<file path="src/rtl/pipe_perf_monitor_if.sv">
// rtl/pipe_perf_monitor_if.sv - CPU event and counter readout bundle for pipe_perf_monitor
interface pipe_perf_monitor_if #(
  parameter int CNT_W = 32
);
  logic             start_i;
  logic             stall_i;
  logic             flush_i;
  logic             retire_i;
  logic [31:0]      pc_i;
  logic             rd_req_i;
  logic [1:0]       rd_sel_i;
  logic             rd_valid_o;
  logic [CNT_W-1:0] rd_data_o;
  logic             running_o;
  logic             done_o;
  logic             hang_o;
  logic             sat_o;

  modport master (
    output start_i, stall_i, flush_i, retire_i, pc_i, rd_req_i, rd_sel_i,
    input  rd_valid_o, rd_data_o, running_o, done_o, hang_o, sat_o
  );

  modport slave (
    input  start_i, stall_i, flush_i, retire_i, pc_i, rd_req_i, rd_sel_i,
    output rd_valid_o, rd_data_o, running_o, done_o, hang_o, sat_o
  );
endinterface

</file>
<file path="src/rtl/pipe_perf_monitor.sv">
// rtl/pipe_perf_monitor.sv - pipeline event counters with cycle-limit/hang stop and counter readout
module pipe_perf_monitor #(
  parameter int CNT_W       = 32,
  parameter int CYCLE_LIMIT = 30,
  parameter int HANG_LIMIT  = 8
) (
  input  logic               clk_i,
  input  logic               rst_n_i,
  pipe_perf_monitor_if.slave bus
);
  localparam logic [1:0] S_IDLE = 2'd0;
  localparam logic [1:0] S_RUN  = 2'd1;
  localparam logic [1:0] S_DONE = 2'd2;
  localparam int HW = $clog2(HANG_LIMIT + 1);
  localparam int LW = (CNT_W > 32) ? CNT_W : 32;

  logic [1:0]       r_state;
  logic [CNT_W-1:0] r_cycle_cnt, r_stall_cnt, r_flush_cnt, r_retire_cnt;
  logic [31:0]      r_prev_pc;
  logic [HW-1:0]    r_hang_cnt;
  logic             r_rd_valid, r_hang, r_sat;
  logic [CNT_W-1:0] r_rd_data;

  logic             w_count;
  logic             w_cycle_full, w_stall_full, w_flush_full, w_retire_full;
  logic [CNT_W-1:0] w_cycle_next, w_stall_next, w_flush_next, w_retire_next;
  logic             w_sat_hit, w_same_pc, w_hang_hit, w_limit_hit;
  logic [HW-1:0]    w_hang_next;
  logic [CNT_W-1:0] w_rd_mux;

  assign w_count = (r_state == S_RUN) && bus.start_i;

  // Saturating increments: a full counter holds instead of wrapping.
  assign w_cycle_full  = &r_cycle_cnt;
  assign w_stall_full  = &r_stall_cnt;
  assign w_flush_full  = &r_flush_cnt;
  assign w_retire_full = &r_retire_cnt;
  assign w_cycle_next  = w_cycle_full ? r_cycle_cnt : r_cycle_cnt + CNT_W'(1);
  assign w_stall_next  = (bus.stall_i && !w_stall_full) ? r_stall_cnt + CNT_W'(1) : r_stall_cnt;
  assign w_flush_next  = (bus.flush_i && !w_flush_full) ? r_flush_cnt + CNT_W'(1) : r_flush_cnt;
  assign w_retire_next = (bus.retire_i && !w_retire_full) ? r_retire_cnt + CNT_W'(1) : r_retire_cnt;
  assign w_sat_hit     = w_count && (w_cycle_full || (bus.stall_i && w_stall_full) ||
                                     (bus.flush_i && w_flush_full) || (bus.retire_i && w_retire_full));

  assign w_same_pc   = (bus.pc_i == r_prev_pc) && !bus.stall_i;
  assign w_hang_next = w_same_pc ? r_hang_cnt + HW'(1) : '0;
  assign w_hang_hit  = w_count && (w_hang_next == HW'(HANG_LIMIT));
  // Compare in a width that can hold the limit even when CNT_W is narrow.
  assign w_limit_hit = w_count && (LW'(w_cycle_next) == LW'(CYCLE_LIMIT));

  always_comb begin
    w_rd_mux = r_cycle_cnt;
    case (bus.rd_sel_i)
      2'd0:    w_rd_mux = r_cycle_cnt;
      2'd1:    w_rd_mux = r_stall_cnt;
      2'd2:    w_rd_mux = r_flush_cnt;
      default: w_rd_mux = r_retire_cnt;
    endcase
  end

  always_ff @(posedge clk_i or negedge rst_n_i) begin
    if (!rst_n_i) begin
      r_state      <= S_IDLE;
      r_cycle_cnt  <= '0;
      r_stall_cnt  <= '0;
      r_flush_cnt  <= '0;
      r_retire_cnt <= '0;
      r_prev_pc    <= '0;
      r_hang_cnt   <= '0;
      r_rd_valid   <= 1'b0;
      r_rd_data    <= '0;
      r_hang       <= 1'b0;
      r_sat        <= 1'b0;
    end else begin
      r_rd_valid <= bus.rd_req_i;
      if (bus.rd_req_i) r_rd_data <= w_rd_mux;
      case (r_state)
        S_IDLE: begin
          if (bus.start_i) begin
            r_state    <= S_RUN;
            r_prev_pc  <= bus.pc_i;
            r_hang_cnt <= '0;
          end
        end
        S_RUN: begin
          if (!bus.start_i) begin
            r_state <= S_IDLE;
          end else begin
            r_cycle_cnt  <= w_cycle_next;
            r_stall_cnt  <= w_stall_next;
            r_flush_cnt  <= w_flush_next;
            r_retire_cnt <= w_retire_next;
            r_prev_pc    <= bus.pc_i;
            r_hang_cnt   <= w_hang_next;
            if (w_sat_hit) r_sat <= 1'b1;
            if (w_hang_hit) r_hang <= 1'b1;
            if (w_hang_hit || w_limit_hit) r_state <= S_DONE;
          end
        end
        S_DONE:  r_state <= S_DONE;
        default: r_state <= S_IDLE;
      endcase
    end
  end

  assign bus.rd_valid_o = r_rd_valid;
  assign bus.rd_data_o  = r_rd_data;
  assign bus.running_o  = (r_state == S_RUN);
  assign bus.done_o     = (r_state == S_DONE);
  assign bus.hang_o     = r_hang;
  assign bus.sat_o      = r_sat;
endmodule

</file>
<file path="src/flat_wrapper.sv">
// flat-port wrapper written by rule: the top's interface ports become plain ports
module pipe_perf_monitor_flat 
#(
  parameter int CNT_W       = 32,
  parameter int CYCLE_LIMIT = 30,
  parameter int HANG_LIMIT  = 8
)
  (clk_i, rst_n_i, bus_start_i, bus_stall_i, bus_flush_i, bus_retire_i, bus_pc_i, bus_rd_req_i, bus_rd_sel_i, bus_rd_valid_o, bus_rd_data_o, bus_running_o, bus_done_o, bus_hang_o, bus_sat_o);
  pipe_perf_monitor_if #(.CNT_W(CNT_W)) bus_i ();
  input  logic clk_i;
  input  logic rst_n_i;
  input wire logic [$bits(bus_i.start_i)-1:0] bus_start_i;
  input wire logic [$bits(bus_i.stall_i)-1:0] bus_stall_i;
  input wire logic [$bits(bus_i.flush_i)-1:0] bus_flush_i;
  input wire logic [$bits(bus_i.retire_i)-1:0] bus_retire_i;
  input wire logic [$bits(bus_i.pc_i)-1:0] bus_pc_i;
  input wire logic [$bits(bus_i.rd_req_i)-1:0] bus_rd_req_i;
  input wire logic [$bits(bus_i.rd_sel_i)-1:0] bus_rd_sel_i;
  output wire logic [$bits(bus_i.rd_valid_o)-1:0] bus_rd_valid_o;
  output wire logic [$bits(bus_i.rd_data_o)-1:0] bus_rd_data_o;
  output wire logic [$bits(bus_i.running_o)-1:0] bus_running_o;
  output wire logic [$bits(bus_i.done_o)-1:0] bus_done_o;
  output wire logic [$bits(bus_i.hang_o)-1:0] bus_hang_o;
  output wire logic [$bits(bus_i.sat_o)-1:0] bus_sat_o;
  assign bus_i.start_i = bus_start_i;
  assign bus_i.stall_i = bus_stall_i;
  assign bus_i.flush_i = bus_flush_i;
  assign bus_i.retire_i = bus_retire_i;
  assign bus_i.pc_i = bus_pc_i;
  assign bus_i.rd_req_i = bus_rd_req_i;
  assign bus_i.rd_sel_i = bus_rd_sel_i;
  assign bus_rd_valid_o = bus_i.rd_valid_o;
  assign bus_rd_data_o = bus_i.rd_data_o;
  assign bus_running_o = bus_i.running_o;
  assign bus_done_o = bus_i.done_o;
  assign bus_hang_o = bus_i.hang_o;
  assign bus_sat_o = bus_i.sat_o;
  pipe_perf_monitor #(.CNT_W(CNT_W), .CYCLE_LIMIT(CYCLE_LIMIT), .HANG_LIMIT(HANG_LIMIT)) u_core (.clk_i(clk_i), .rst_n_i(rst_n_i), .bus(bus_i));
endmodule
</file>
<file path="config.mk">
export PLATFORM = sky130hd
export DESIGN_NAME = pipe_perf_monitor_flat
export DESIGN_NICKNAME = d
export VERILOG_FILES = /design/src/rtl/pipe_perf_monitor_if.sv /design/src/rtl/pipe_perf_monitor.sv /design/src/flat_wrapper.sv
export SDC_FILE = /design/constraint.sdc
export NUM_CORES = 1
export LEC_CHECK = 0
export CORE_ASPECT_RATIO = 1.25
export CORE_MARGIN = 2
export CORE_UTILIZATION = 55
export DETAILED_ROUTE_END_ITERATION = 12
export PLACE_DENSITY = 0.76
export SKIP_LAST_GASP = 1
export SLEW_MARGIN = 10
export SYNTH_ARGS = -nofsm -noshare
export SYNTH_HDL_FRONTEND = slang
export SYNTH_SLANG_ARGS = --single-unit
</file>
<file path="constraint.sdc">
create_clock -name clk_i -period 4.7 [get_ports clk_i]
set_clock_uncertainty 0.2 [all_clocks]
set_input_delay 0.47 -clock clk_i [delete_from_list [all_inputs] [get_ports clk_i]]
set_output_delay 0.47 -clock clk_i [all_outputs]
set_load 0.03 [all_outputs]
</file>
Word-level counts from Yosys, hierarchy flattened
Cells that the tools add are included.
{"block": "word_totals", "input_bits": 41, "reg_bits": 201, "elab_cells": 72, "rom_bits": 0, "memories": 0, "mem_bits_rw": 0, "latch_bits": 0, "out_inout_bits": 37}
{"block": "op_classes", "muxes": 10, "n_addsub": 5, "n_eq_ne": 10, "shift": 0, "n_bitwise": 0, "div_mod_pow": 0, "order_cmp": 0, "n_reduce_logical": 36, "mul": 0}
{"cell": "adder 32 x 1 -> 32 bit, second input constant", "n": 4}
{"cell": "AND reduction 32 bit", "n": 4}
{"cell": "case mux 32 bit (3 select lines)", "n": 1}
{"cell": "equality test 32 bit", "n": 1}
{"cell": "equality test 32 x 5 -> 1 bit, second input constant", "n": 1}
{"cell": "two-way mux 32 bit", "n": 1}
{"cell": "AND reduction 3 bit", "n": 6}
{"cell": "two-way mux 4 bit", "n": 3}
{"cell": "logical AND 1 bit", "n": 11}
{"cell": "case mux 4 bit (2 select lines)", "n": 1}
{"cell": "two-way mux 2 bit", "n": 3}
{"cell": "case mux 2 bit (3 select lines)", "n": 1}
{"cell": "AND reduction 2 bit", "n": 3}
{"cell": "adder 4 x 1 -> 4 bit, second input constant", "n": 1}
{"cell": "equality test 2 x 1 -> 1 bit, second input constant", "n": 2}
{"cell": "equality test 2 bit, second input constant", "n": 2}
{"cell": "equality test 4 bit, second input constant", "n": 1}
{"cell": "zero test 1 bit", "n": 4}
{"cell": "zero test 2 bit", "n": 2}
{"cell": "logical OR 1 bit", "n": 4}
{"cell": "!= test 2 bit, second input constant", "n": 2}
{"cell": "!= test 3 x 2 -> 1 bit, second input constant", "n": 1}
{"cell": "nonzero test 2 bit", "n": 1}
{"cell": "OR reduction 2 bit", "n": 1}

Longest topological paths before layout
{"block": "logic_depth", "depth_word": 9, "mapped_depth": 11, "ltp_nobuf": 9}

Worst setup path before layout
Ideal clock, no wire load.
{"block": "synth_timing", "path_type": "flip-flop to flip-flop", "from": "reg u_core.r_cycle_cnt[0]", "to": "reg u_core.r_state[0]", "period_less_slack_ps": 3073, "arrival_ps": 2737, "required_ps": 4364, "n_path_buf": 0, "path_stages_with_launch": 10, "setup_slack_ps": 1627, "setup_ps": 136, "path_cell_list": "dfrtp_1 ha_1 nand3_1 or4_1 nor2_1 mux2i_1 a21oi_1 or4_1 o31ai_2 a21oi_1"}
{"block": "synth_between", "elab_chain_len": 7, "word_cells_on_any_way": 8, "cone_classes": "add/sub: 1; eq/ne: 2; mux: 1; reduce/logical: 4"}
{"item": "start, declared", "line": "pipe_perf_monitor.sv:18", "rtl": "logic [CNT_W-1:0] r_cycle_cnt, r_stall_cnt, r_flush_cnt, r_retire_cnt;"}
{"item": "start signal, assigned", "line": "pipe_perf_monitor.sv:89", "rtl": "r_cycle_cnt <= w_cycle_next;"}
{"item": "adder 32 x 1 -> 32 bit or AND reduction 32 bit (tied branches)", "line": "pipe_perf_monitor.sv:38, pipe_perf_monitor.sv:34"}
{"item": "two-way mux 32 bit (*)", "line": "pipe_perf_monitor.sv:38", "rtl": "assign w_cycle_next = w_cycle_full ? r_cycle_cnt : r_cycle_cnt + CNT_W'(1);"}
{"item": "equality test 32 x 5 -> 1 bit (*)", "line": "pipe_perf_monitor.sv:49", "rtl": "assign w_limit_hit = w_count && (LW'(w_cycle_next) == LW'(CYCLE_LIMIT));"}
{"item": "logical AND 1 bit (*)", "line": "pipe_perf_monitor.sv:49"}
{"item": "logical OR 1 bit (*)", "line": "pipe_perf_monitor.sv:97", "rtl": "if (w_hang_hit || w_limit_hit) r_state <= S_DONE;"}
{"item": "!= test 3 x 2 -> 1 bit (no source line) (*)"}
{"item": "AND reduction 2 bit (no source line) (*)"}
{"item": "end signal, assigned", "line": "pipe_perf_monitor.sv:97"}
{"item": "end signal, assigned", "line": "pipe_perf_monitor.sv:100", "rtl": "S_DONE: r_state <= S_DONE;"}
{"item": "end signal, assigned", "line": "pipe_perf_monitor.sv:101", "rtl": "default: r_state <= S_IDLE;"}
{"item": "end, declared", "line": "pipe_perf_monitor.sv:17", "rtl": "logic [1:0] r_state;"}
Mark *: on every way between the ends. The rest lies on a longest branch, timed or not.
A chain may end at the register's enable or synchronous reset.

Worst setup path in the final report
{"block": "layout_timing", "from": "reg u_core.r_cycle_cnt[8]", "to": "reg u_core.r_state[0]"}
Same word-level chain as after synthesis.

==> results by group <==
Run status
  – Status: finished, final reports clean

Drt
  – Drt drc: 0
  – Routed Antenna Nets: 0
  – Avg Vias per Cell: roughly 6.0
  – WL per Instance: 19.6 um
  – DRT Pass-1 Iters: 5
  – DRT iter0 DRCs: 583
  – Via Count: approximately 7600
  – Drt total wl: ~25000 um

Yosys
  – Post-Syn Area: a little over 10000 um^2
  – Mean post-synth cell area: between 10 and 15 um^2
  – Synth top area share: 0.486
  – Number of synthesized flops with an enable pin: 0
  – Synth Instances: 966
  – Most common cell in the netlist: dfrtp_1
  – Seq/Total Area, Yosys: 0.486
  – Synth top area cells: dfrtp_1 (49%), xnor2_1 (11%), mux4_2 (7.0%), nand2_1 (5.9%), mux2_2 (3.7%)
  – Yosys warning count: 0
  – Ys flop type: dfrtp_1
  – Yosys reg bits: ~200
  – Syn nets: 1012
  – Most instantiated cells after synthesis: dfrtp_1 (201), nand2_1 (164), xnor2_1 (129)
  – Netlist cell types: 55
  – Synth area leader: dfrtp_1
  – Asr flop ratio synth: 1.00

Timing
  – Fmax: 272 MHz
  – Tightest Pin Transition: 1.05 ns
  – Final Worst Setup Slack: a little over 1 ns
  – Setup TNS Final: 0 ns
  – Max-slew violations: 0
  – Final hold vios: 0
  – Fin crit share: 0.783
  – Minimum clock period after layout: approximately 3.7 ns
  – Unrepaired setup endpoints after global routing: no
  – Final Setup Violations: 0
  – Slew headroom: 0.301

Clocking
  – Root Buffer: clkbuf_16
  – Clk sinks: 201
  – CTS max path bufs: 3
  – Hold_buf cts: 1
  – H-Tree Depth: 1
  – Clock transition at path regs: 0.07 ns
  – CTS Buf Count: 20
  – Post-CTS Setup Inserts: 0
  – CTS tree: built
  – Post-CTS Resized: 0
  – Later-pin clock latency in the skew report: around 0.50 ns

Floorplan
  – Die width: 127 um
  – Chip height: 157 um
  – Die area: 20000 um^2
  – Core area: between 15000 and 20000 um^2
  – Initial Utilization: 0.556
  – Row count: 56
  – I/O pin cnt: 78

Pwr
  – Power Total: 4.11 mW
  – Leakage power: 5.18 nW
  – Peak VDD IR: 0.000262 V
  – Power Density: 346 nW/um^2

Flow run
  – Max-cap violations: 0

Final layout
  – Layout cells sized above 1: 0.112
  – Util after Layout: 0.638
  – Syn-to-layout area delta: 14.8%
  – Filler cells: 1429
  – N_diodes: 0
  – Layout Nets: 1073

Worst setup path
  – Arr. time, crit path: roughly 3.8 ns
  – Slowest stage cell, crit path: or4_1
  – CP max FO: 11
  – Most used cell, CP: or4_1
  – Worst setup EP type: flop
  – Slowest stage delay, CP: 0.73 ns
  – Crit path max-delay family: simple AND/OR/NAND/NOR gates
  – CP Buf/Inv Count: 0
  – Startpoint type of the worst setup path: flop
  – Req. time, crit path: between 4 and 5 ns
  – Crit Path Category: reg2reg
  – Critical path cell sequence: nand4_1, or4_1, a2111oi_1, xnor2_1, nand3_1, or4_1, o31ai_2, a21oi_1

Place
  – Gpl congestion: 0.938
  – # port buffers: 77
  – Setup WS pre-CTS: 1.08 ns
  – Post-detail-place hpwl: 17800 um

Global route
  – Initial antenna violation count: 0
  – First-pass GRT wire length: around 40000 um
  – GRT Total Usage: 0.254
  – Largest net degree at the start of global routing: around 120
  – Vias in the first global route: 7711
  – Overflow after GRT: 0

Worst hold path
  – Class of the worst hold path: reg2reg
where the power goes:
group / internal [mW] / switching, mW / leakage (nW)
Combinational: 0.261 / 0.273 / 2.18
Sequential: 1.86 / 0.187 / 2.68
Clock: 0.889 / 0.650 / 0.307
state kept, by name (all words and copies together) (netlist names):
register	count
u_core.bus.rd_data_o	32
u_core.r_prev_pc	32
u_core.r_state	2
u_core.bus.hang_o	1
u_core.bus.sat_o	1
u_core.r_stall_cnt	32
u_core.r_flush_cnt	32
u_core.r_retire_cnt	32
u_core.r_hang_cnt	4
u_core.bus.rd_valid_o	1
u_core.r_cycle_cnt	32
final timing paths:
path                       cells past startpoint  slack, ns                               from                                  to
max                                            8       1.02  u_core.r_cycle_cnt[8]$_DFFE_PN0P_       u_core.r_state[0]$_DFFE_PN0P_
min                                            1       0.28      u_core.bus.hang_o$_DFFE_PN0P_       u_core.bus.hang_o$_DFFE_PN0P_
max reg2reg                                    8       1.02  u_core.r_cycle_cnt[8]$_DFFE_PN0P_       u_core.r_state[0]$_DFFE_PN0P_
min reg2reg                                    1       0.28      u_core.bus.hang_o$_DFFE_PN0P_       u_core.bus.hang_o$_DFFE_PN0P_
max in group asynchronous                      3       2.89                            rst_n_i  u_core.r_flush_cnt[18]$_DFFE_PN0P_
min in group asynchronous                      2       0.45                            rst_n_i    u_core.r_prev_pc[11]$_DFFE_PN0P_
cell families after synthesis:
logic type                 synth area share
AOI/OAI and AO/OA                    0.0232
adders and majority gates           0.00604
DFF                                   0.486
muxes                                 0.108
and+or+nand+nor                       0.210
buffers and inverters                0.0269
xor gates and xnor gates              0.140
layer usage:
layer | wire length [um] | part of all wire | GRT usage | up-vias
met5 | 0 | 0 | 0 | -
met4 | 840 | 0.034 | 0.0937 | 0
met3 | 1320 | 0.053 | 0.0326 | 60
met2 | 12200 | 0.49 | 0.425 | 268
met1 | 10500 | 0.42 | 0.343 | 3770
li1 | - | - | - | 3489
layout by cell type, fill, tap and decap left out, types with 2 or more instances in the layout:
cell type        synthesis  layout
nand3_1                 58      58
mux2_2                  34      34
xor2_1                  36      36
and4_1                   8       8
xnor2_1                129     129
o21ai_0                  8       8
clkinv_2                 0       2
and3_1                  23      23
nor3_1                  25      25
a31oi_1                  2       2
clkbuf_16                0      21
buf_4                    2       5
nand2b_1                 6       6
ha_1                     5       5
o22ai_1                  2       2
a21o_1                   2       2
nor2_1                  36      36
a211oi_1                 2       2
clkbuf_1                26       4
dfrtp_1                201     201
clkdlybuf4s50_1          0      75
nand2_1                164     164
or2_2                    4       4
nor2b_1                  3       2
nor4_4                   2       2
mux2i_1                  2       2
inv_1                   18      18
or4_1                    7       7
and4_4                   2       2
and2_1                  11      11
nor4_1                  11      11
clkbuf_8                 0       6
nand4_1                 50      50
mux4_2                  32      32
a21oi_1                  8       8
or3_1                   10      10
nand4b_1                 2       2
metrics by stage:
stage	instance area [um^2]	cells	hold WS, ns
final	11900	1269	0.278
after global routing	11900	1269	0.309
after CTS	11900	1269	0.276
after detailed placement	11300	1236	0.260
after global placement	11300	1236	0.256
after floorplan	10400	966	-0.0256
layout make-up:
class / count / area, um^2 / area share
multi-input combinational: 702 / 5050 / 0.425
sequential: 201 / 5030 / 0.423
timing repair buffer: 84 / 837 / 0.0704
clock buffer: 30 / 609 / 0.0512
tap: 232 / 290 / 0.0244
inverter: 18 / 67.6 / 0.00568
clock inverter: 2 / 10.0 / 0.000842
Power figures use the tool's default switching activity.
